### config.mk
export PLATFORM = sky130hd
export DESIGN_NAME = pixel_write_unit
export DESIGN_NICKNAME = d
export VERILOG_FILES = /design/src/rtl/pixel_write_unit.sv
export SDC_FILE = /design/constraint.sdc
export NUM_CORES = 1
export LEC_CHECK = 0
export ABC_AREA = 1
export CAP_MARGIN = 10
export CORE_MARGIN = 1
export CORE_UTILIZATION = 51
export CTS_CLUSTER_SIZE = 20
export DETAILED_ROUTE_END_ITERATION = 10
export GPL_TIMING_DRIVEN = 0
export PLACE_DENSITY = 0.81
export SLEW_MARGIN = 20
export SYNTH_ARGS = -nofsm -noshare
export SYNTH_HDL_FRONTEND = slang
export SYNTH_SLANG_ARGS = --single-unit
### constraint.sdc
create_clock -name clk -period 6.71 [get_ports clk]
set_input_delay 1.0065 -clock clk [delete_from_list [all_inputs] [get_ports clk]]
set_output_delay 1.0065 -clock clk [all_outputs]
set_load 0.1 [all_outputs]
### src/rtl/pixel_write_unit.sv
// Pixel write unit: clips shader pixels, packs RGBA8888, computes framebuffer addresses,
// buffers them in a FIFO and issues single-beat writes over a valid/ready port.
module pixel_write_unit #(
    parameter int DATA_WIDTH = 32,
    parameter int VEC_SIZE   = 4,
    parameter int CORD_WIDTH = 10,
    parameter int ADDR_WIDTH = 32,
    parameter int FB_WIDTH   = 640,
    parameter int FB_HEIGHT  = 480,
    parameter logic [ADDR_WIDTH-1:0] FB_BASE = ADDR_WIDTH'(32'h1000_0000),
    parameter int FIFO_DEPTH = 8
) (
    input  logic                           clk,
    input  logic                           rst_n,
    input  logic                           i_pixel_valid,
    input  logic [CORD_WIDTH-1:0]          i_pixel_x,
    input  logic [CORD_WIDTH-1:0]          i_pixel_y,
    input  logic [VEC_SIZE*DATA_WIDTH-1:0] i_pixel_color,
    output logic                           o_mem_req_valid,
    input  logic                           i_mem_req_ready,
    output logic [ADDR_WIDTH-1:0]          o_mem_addr,
    output logic [31:0]                    o_mem_wdata,
    output logic [3:0]                     o_mem_wstrb,
    output logic                           o_almost_full,
    output logic                           o_overflow,
    input  logic                           i_clear_status,
    output logic [31:0]                    o_written_count,
    output logic [15:0]                    o_clipped_count,
    output logic [15:0]                    o_dropped_count,
    output logic                           o_idle
);

    localparam int PTR_W   = $clog2(FIFO_DEPTH);
    localparam int ENTRY_W = ADDR_WIDTH + 32;
    localparam logic [PTR_W:0] DEPTH_C = (PTR_W+1)'(FIFO_DEPTH);
    localparam logic [PTR_W:0] AF_C    = (PTR_W+1)'(FIFO_DEPTH - 2);
    localparam logic [ADDR_WIDTH-1:0] FBW = ADDR_WIDTH'(FB_WIDTH);
    localparam logic [ADDR_WIDTH-1:0] FBH = ADDR_WIDTH'(FB_HEIGHT);

    logic [ADDR_WIDTH-1:0] x_ext, y_ext, pix_addr;
    logic [31:0]           packed_color;
    logic                  clipped, pixel_ok, push, pop, drop, accept;
    logic [ENTRY_W-1:0]    fifo_mem [FIFO_DEPTH];
    logic [PTR_W:0]        wr_ptr, rd_ptr, count;
    logic                  fifo_empty, fifo_full;
    logic                  req_valid;

    // Coordinates are signed: the MSB alone marks a negative (off-screen) value.
    assign x_ext   = ADDR_WIDTH'(i_pixel_x);
    assign y_ext   = ADDR_WIDTH'(i_pixel_y);
    assign clipped = i_pixel_x[CORD_WIDTH-1] || i_pixel_y[CORD_WIDTH-1] ||
                     (x_ext >= FBW) || (y_ext >= FBH);
    assign pix_addr = FB_BASE + ((y_ext * FBW + x_ext) << 2);

    always_comb begin
        packed_color = '0;
        for (int i = 0; i < 4; i++) begin
            if (i_pixel_color[i*DATA_WIDTH +: DATA_WIDTH] > DATA_WIDTH'(255))
                packed_color[i*8 +: 8] = 8'hFF;
            else
                packed_color[i*8 +: 8] = i_pixel_color[i*DATA_WIDTH +: 8];
        end
    end

    assign count      = wr_ptr - rd_ptr;
    assign fifo_empty = (count == '0);
    assign fifo_full  = (count == DEPTH_C);
    assign accept     = req_valid && i_mem_req_ready;
    assign pop        = !fifo_empty && (!req_valid || i_mem_req_ready);
    // A full FIFO still takes a pixel when its head leaves on the same edge.
    assign pixel_ok   = i_pixel_valid && !clipped;
    assign push       = pixel_ok && (!fifo_full || pop);
    assign drop       = pixel_ok && !push;

    always_ff @(posedge clk) begin
        if (push)
            fifo_mem[wr_ptr[PTR_W-1:0]] <= {pix_addr, packed_color};
    end

    always_ff @(posedge clk or negedge rst_n) begin
        if (!rst_n) begin
            wr_ptr <= '0;
            rd_ptr <= '0;
        end else begin
            if (push) wr_ptr <= wr_ptr + 1'b1;
            if (pop)  rd_ptr <= rd_ptr + 1'b1;
        end
    end

    always_ff @(posedge clk or negedge rst_n) begin
        if (!rst_n) begin
            req_valid   <= 1'b0;
            o_mem_addr  <= '0;
            o_mem_wdata <= '0;
        end else if (pop) begin
            req_valid                 <= 1'b1;
            {o_mem_addr, o_mem_wdata} <= fifo_mem[rd_ptr[PTR_W-1:0]];
        end else if (i_mem_req_ready) begin
            req_valid <= 1'b0;
        end
    end

    // Status clear overrides any increment arriving on the same edge.
    always_ff @(posedge clk or negedge rst_n) begin
        if (!rst_n) begin
            o_written_count <= '0;
            o_clipped_count <= '0;
            o_dropped_count <= '0;
            o_overflow      <= 1'b0;
        end else if (i_clear_status) begin
            o_written_count <= '0;
            o_clipped_count <= '0;
            o_dropped_count <= '0;
            o_overflow      <= 1'b0;
        end else begin
            if (accept)
                o_written_count <= o_written_count + 32'd1;
            if (i_pixel_valid && clipped && (o_clipped_count != 16'hFFFF))
                o_clipped_count <= o_clipped_count + 16'd1;
            if (drop && (o_dropped_count != 16'hFFFF))
                o_dropped_count <= o_dropped_count + 16'd1;
            if (drop)
                o_overflow <= 1'b1;
        end
    end

    assign o_mem_req_valid = req_valid;
    assign o_mem_wstrb     = req_valid ? 4'hF : 4'h0;
    assign o_almost_full   = (count >= AF_C);
    assign o_idle          = fifo_empty && !req_valid;

endmodule
==> flow_summary.toml <==
[sta]
whs_ns = 0.406
tightest_slew_ns = 1.09
fin_crit_ns = 5.74
finalWorstSetupSlack_ns = 0.966
rsz0062_at_grt = "false"
hold_violations = 0
post-route-period-util_pct = 85.6
setup_violations = 0
slew_headroom_pct = 27.1
slew_viol_final = 0
fmax_mhz = 174
finalClockSkew_ns = 0.0448

[detailed_routing]
drc = 0
vias_per_cell = 5.95
wl_per_cell_um = 20.9
ant_nets = 0
via_count = 19100
first_iter_violations = 2464
wirelength_um = 67100
drt_pass1_iterations = 9

[pwr]
power_frac_clock_pct = 25.0
p_switching_uw = 5290
switching_share_pct = 42.9
ir_worst_vdd_uv = 393
power_frac_comb_pct = 41.3
sequentialPowerShare_pct = 33.7
p_leak_uw = 0.0109
p_total_uw = 12300
power.internal_uw = 7050
power_density_nw_per_um2 = 413

[cells_and_area]
syn2layout_area_growth_pct = 24.7
drive_above_1_share_pct = 7.03
seq_area_um2 = 15900
multi_input_area_um2 = 7050
n_antenna_cell = 0
fillerInstances = 3425
nets = 2742
stdcell_count = 3210

[synth]
avgSynthCellArea_um2 = 11.0
ys_warn_count = 0
ys_seq_area_share_pct = 66.5
synth_edf_count = 424
synth-main-ff-cell = "edfxtp_1"
yosysUniqueCellTypes = 40
async_flop_share_pct = 23.2
syn_area_um2 = 24000
synth_cells = 2187
ys_ff_latch = 552

[die]
fp.dieArea_um2 = 47900
core_um2 = 46500
die_y_um = 219
die_w_um = 219
rows = 79
num_io_pins = 289
initial_core_util_pct = 51.6

[setup_path]
cp_max_fo = 10
critPathCaptureType = "output pin"
crit_chain = "buf_2, inv_2, buf_2, clkbuf_1, ha_1, nand2_1, o21ai_1, nand2_1, nand2_2, or2_4, nor2_1, clkdlybuf4s50_1"
worstPathArrival_ns = 4.74
slowest_delay_ns = 1.19
cp_slowest_cell = "clkdlybuf4s50_1"
cp.buffers_inverters = 5
start_kind = "register"
cp_data_required_time_ns = 5.70
cp_top_family = "buffers and inverters"
crit_type = "reg2out"

[grt]
antenna_found_initial = 0
use_met2_pct = 47.1
grt_max_degree = 82
grt_util_met1_pct = 35.9
grt_pass1_wl_um = 102000
grt_pass1_vias = 18800
grt-busiest-layer = "met2"
use_met3_pct = 4.42
globalRouteTotalUtil_pct = 27.9
grt_overflow = 0

[clock_network]
clk_latency_ns = 0.63
h-tree-depth = 2
cts_buffer_depth = 3
post_cts_resize_count = 0
cts_buffers = 52
clk_pin_slew_worst_paths_ns = 0.07
clock_sinks = 552
root_buffer = "clkbuf_16"
post_cts_buffers = 0
cts_tree = "done"
hold_buffers = 0

[placement]
place_ws_ns = 1.73
dp_hpwl_um = 44700
io_buffers = 278
gp_congestion = 0.889
dp_cells = 3112

[flow_run]
max_cap_violations = 0

[hold_path]
hold_class = "in2async"

[run_status]
outcome = "finished clean"
## logic make-up (layout without fill, tap and decap cells)
| family | after synthesis | after routing | synth area share, % |
|---|---|---|---|
| compound gates | 435 | 435 | 10.8 |
| xor+xnor | 27 | 27 | 0.987 |
| fa+ha+maj | 30 | 30 | 1.66 |
| buf+inv | 251 | 650 | 4.60 |
| flops | 552 | 552 | 66.5 |
| other cells | 1 | 18 | 0.0156 |
| simple gates | 891 | 891 | 15.4 |
## power groups by stage
stage	logic, uW	clock network [uW]	registers, uW
CTS	5030	3080	4160
detailed placement	4980	0	4220
global route	5380	3220	4180
floorplan	2190	0	5370
global placement	4790	0	4230
finish	5100	3090	4160
## flip-flops by register name, indices dropped and copies added (netlist names)
name	flops
fifo_mem	424
o_clipped_count	16
o_dropped_count	16
o_mem_addr	22
o_mem_req_valid	1
o_mem_wdata	32
o_overflow	1
o_written_count	32
rd_ptr	4
wr_ptr	4
## worst reg2reg max path: stages, from the launching register on
cell and delay (ns):
dfrtp_1 0.41, buf_2 0.26, inv_2 0.25, buf_2 0.31
clkbuf_1 0.52, ha_1 0.35, nand2_1 0.10, o21ai_1 0.07
nand2_1 0.10, nand2_2 0.10, a21oi_1 0.39, nand2_1 0.34
nor3_2 0.50, buf_4 0.32, buf_4 0.24, buf_4 0.22
## routing by layer
metal / share of wire, % / vias to the layer above / wire [um]
met5: 0 / - / 0
met4: 3.4 / 0 / 2280
met3: 10 / 199 / 6860
met2: 48 / 1295 / 32500
met1: 38 / 9125 / 25400
li1: - / 8483 / -
## per-stage QoR
stage | utilization, % | TNS [ns] | area (um^2)
final | 64.3 | 0 | 29900
after global routing | 64.3 | 0 | 29900
after CTS | 64.3 | 0 | 29900
after detailed placement | 60.4 | 0 | 28100
after global placement | 59.4 | -582.91 | 27600
after floorplan | - | 0 | 24000
## cell usage in the layout (no fill, tap or decap), drive strengths merged
master         synthesis  final
a211oi                 1      1
a21oi                 21     21
a31oi                  2      2
and3                   1      1
buf                   58     82
bufinv                 0      6
clkbuf                63    132
clkdlybuf4s50          0    277
clkinv                 0     16
clkinvlp               0      7
conb                   1     18
dfrtp                128    128
edfxtp               424    424
fa                     3      3
ha                    27     27
inv                  130    130
nand2                392    392
nand3                 75     75
nand3b                 8      8
nand4                 28     28
nor2                 316    316
nor3                  38     38
nor3b                  3      3
nor4                  26     26
o211ai                 2      2
o21a                   1      1
o21ai                301    301
o221ai               106    106
o22ai                  1      1
or2                    4      4
xnor2                  9      9
xor2                  18     18
## synth_stat cells (3+ instances only)
library cell | n | area (um^2)
fa_1 | 3 | 60.1
buf_1 | 7 | 26.3
clkbuf_1 | 61 | 229
nand3b_1 | 8 | 60.1
buf_4 | 18 | 135
edfxtp_1 | 424 | 12700
buf_6 | 8 | 90.1
buf_2 | 25 | 125
inv_2 | 4 | 15.0
or2_2 | 3 | 18.8
a21oi_1 | 21 | 105
nor3b_1 | 3 | 22.5
nand2_1 | 389 | 1460
nor2_1 | 315 | 1180
xnor2_1 | 9 | 78.8
o21ai_1 | 40 | 200
nand4_1 | 27 | 169
nor3_1 | 38 | 190
nand3_1 | 75 | 375
ha_1 | 27 | 338
dfrtp_1 | 128 | 3200
nor4_1 | 26 | 163
xor2_1 | 18 | 158
o221ai_1 | 106 | 928
o21ai_0 | 261 | 1310
inv_1 | 126 | 473
## final timing paths
check                                     from  depth (start not counted)  slack, ns         endpoint
worst max-delay path                 rd_ptr[1]                         12       0.97           o_idle
worst min-delay path                     rst_n                          1       0.41  o_mem_wdata[15]
worst max register to register       rd_ptr[1]                         15       1.97  fifo_mem[6][39]
worst min register to register  o_mem_wdata[8]                          2       0.49   o_mem_wdata[8]
max in group asynchronous                rst_n                          2       5.57   o_mem_addr[18]
min in group clk                o_mem_wdata[8]                          2       0.49   o_mem_wdata[8]
## area by class of cell
| cell class | instances | area share [%] |
|---|---|---|
| repair buffers | 301 | 10.8 |
| clock inverters | 29 | 1.20 |
| clock buffers | 69 | 4.84 |
| flip-flops and latches | 552 | 53.3 |
| inverters | 130 | 1.63 |
| multi-input cells | 1401 | 23.6 |
| well taps | 607 | 2.54 |
| plain buffers | 121 | 2.06 |
Power figures use the tool's default switching activity.
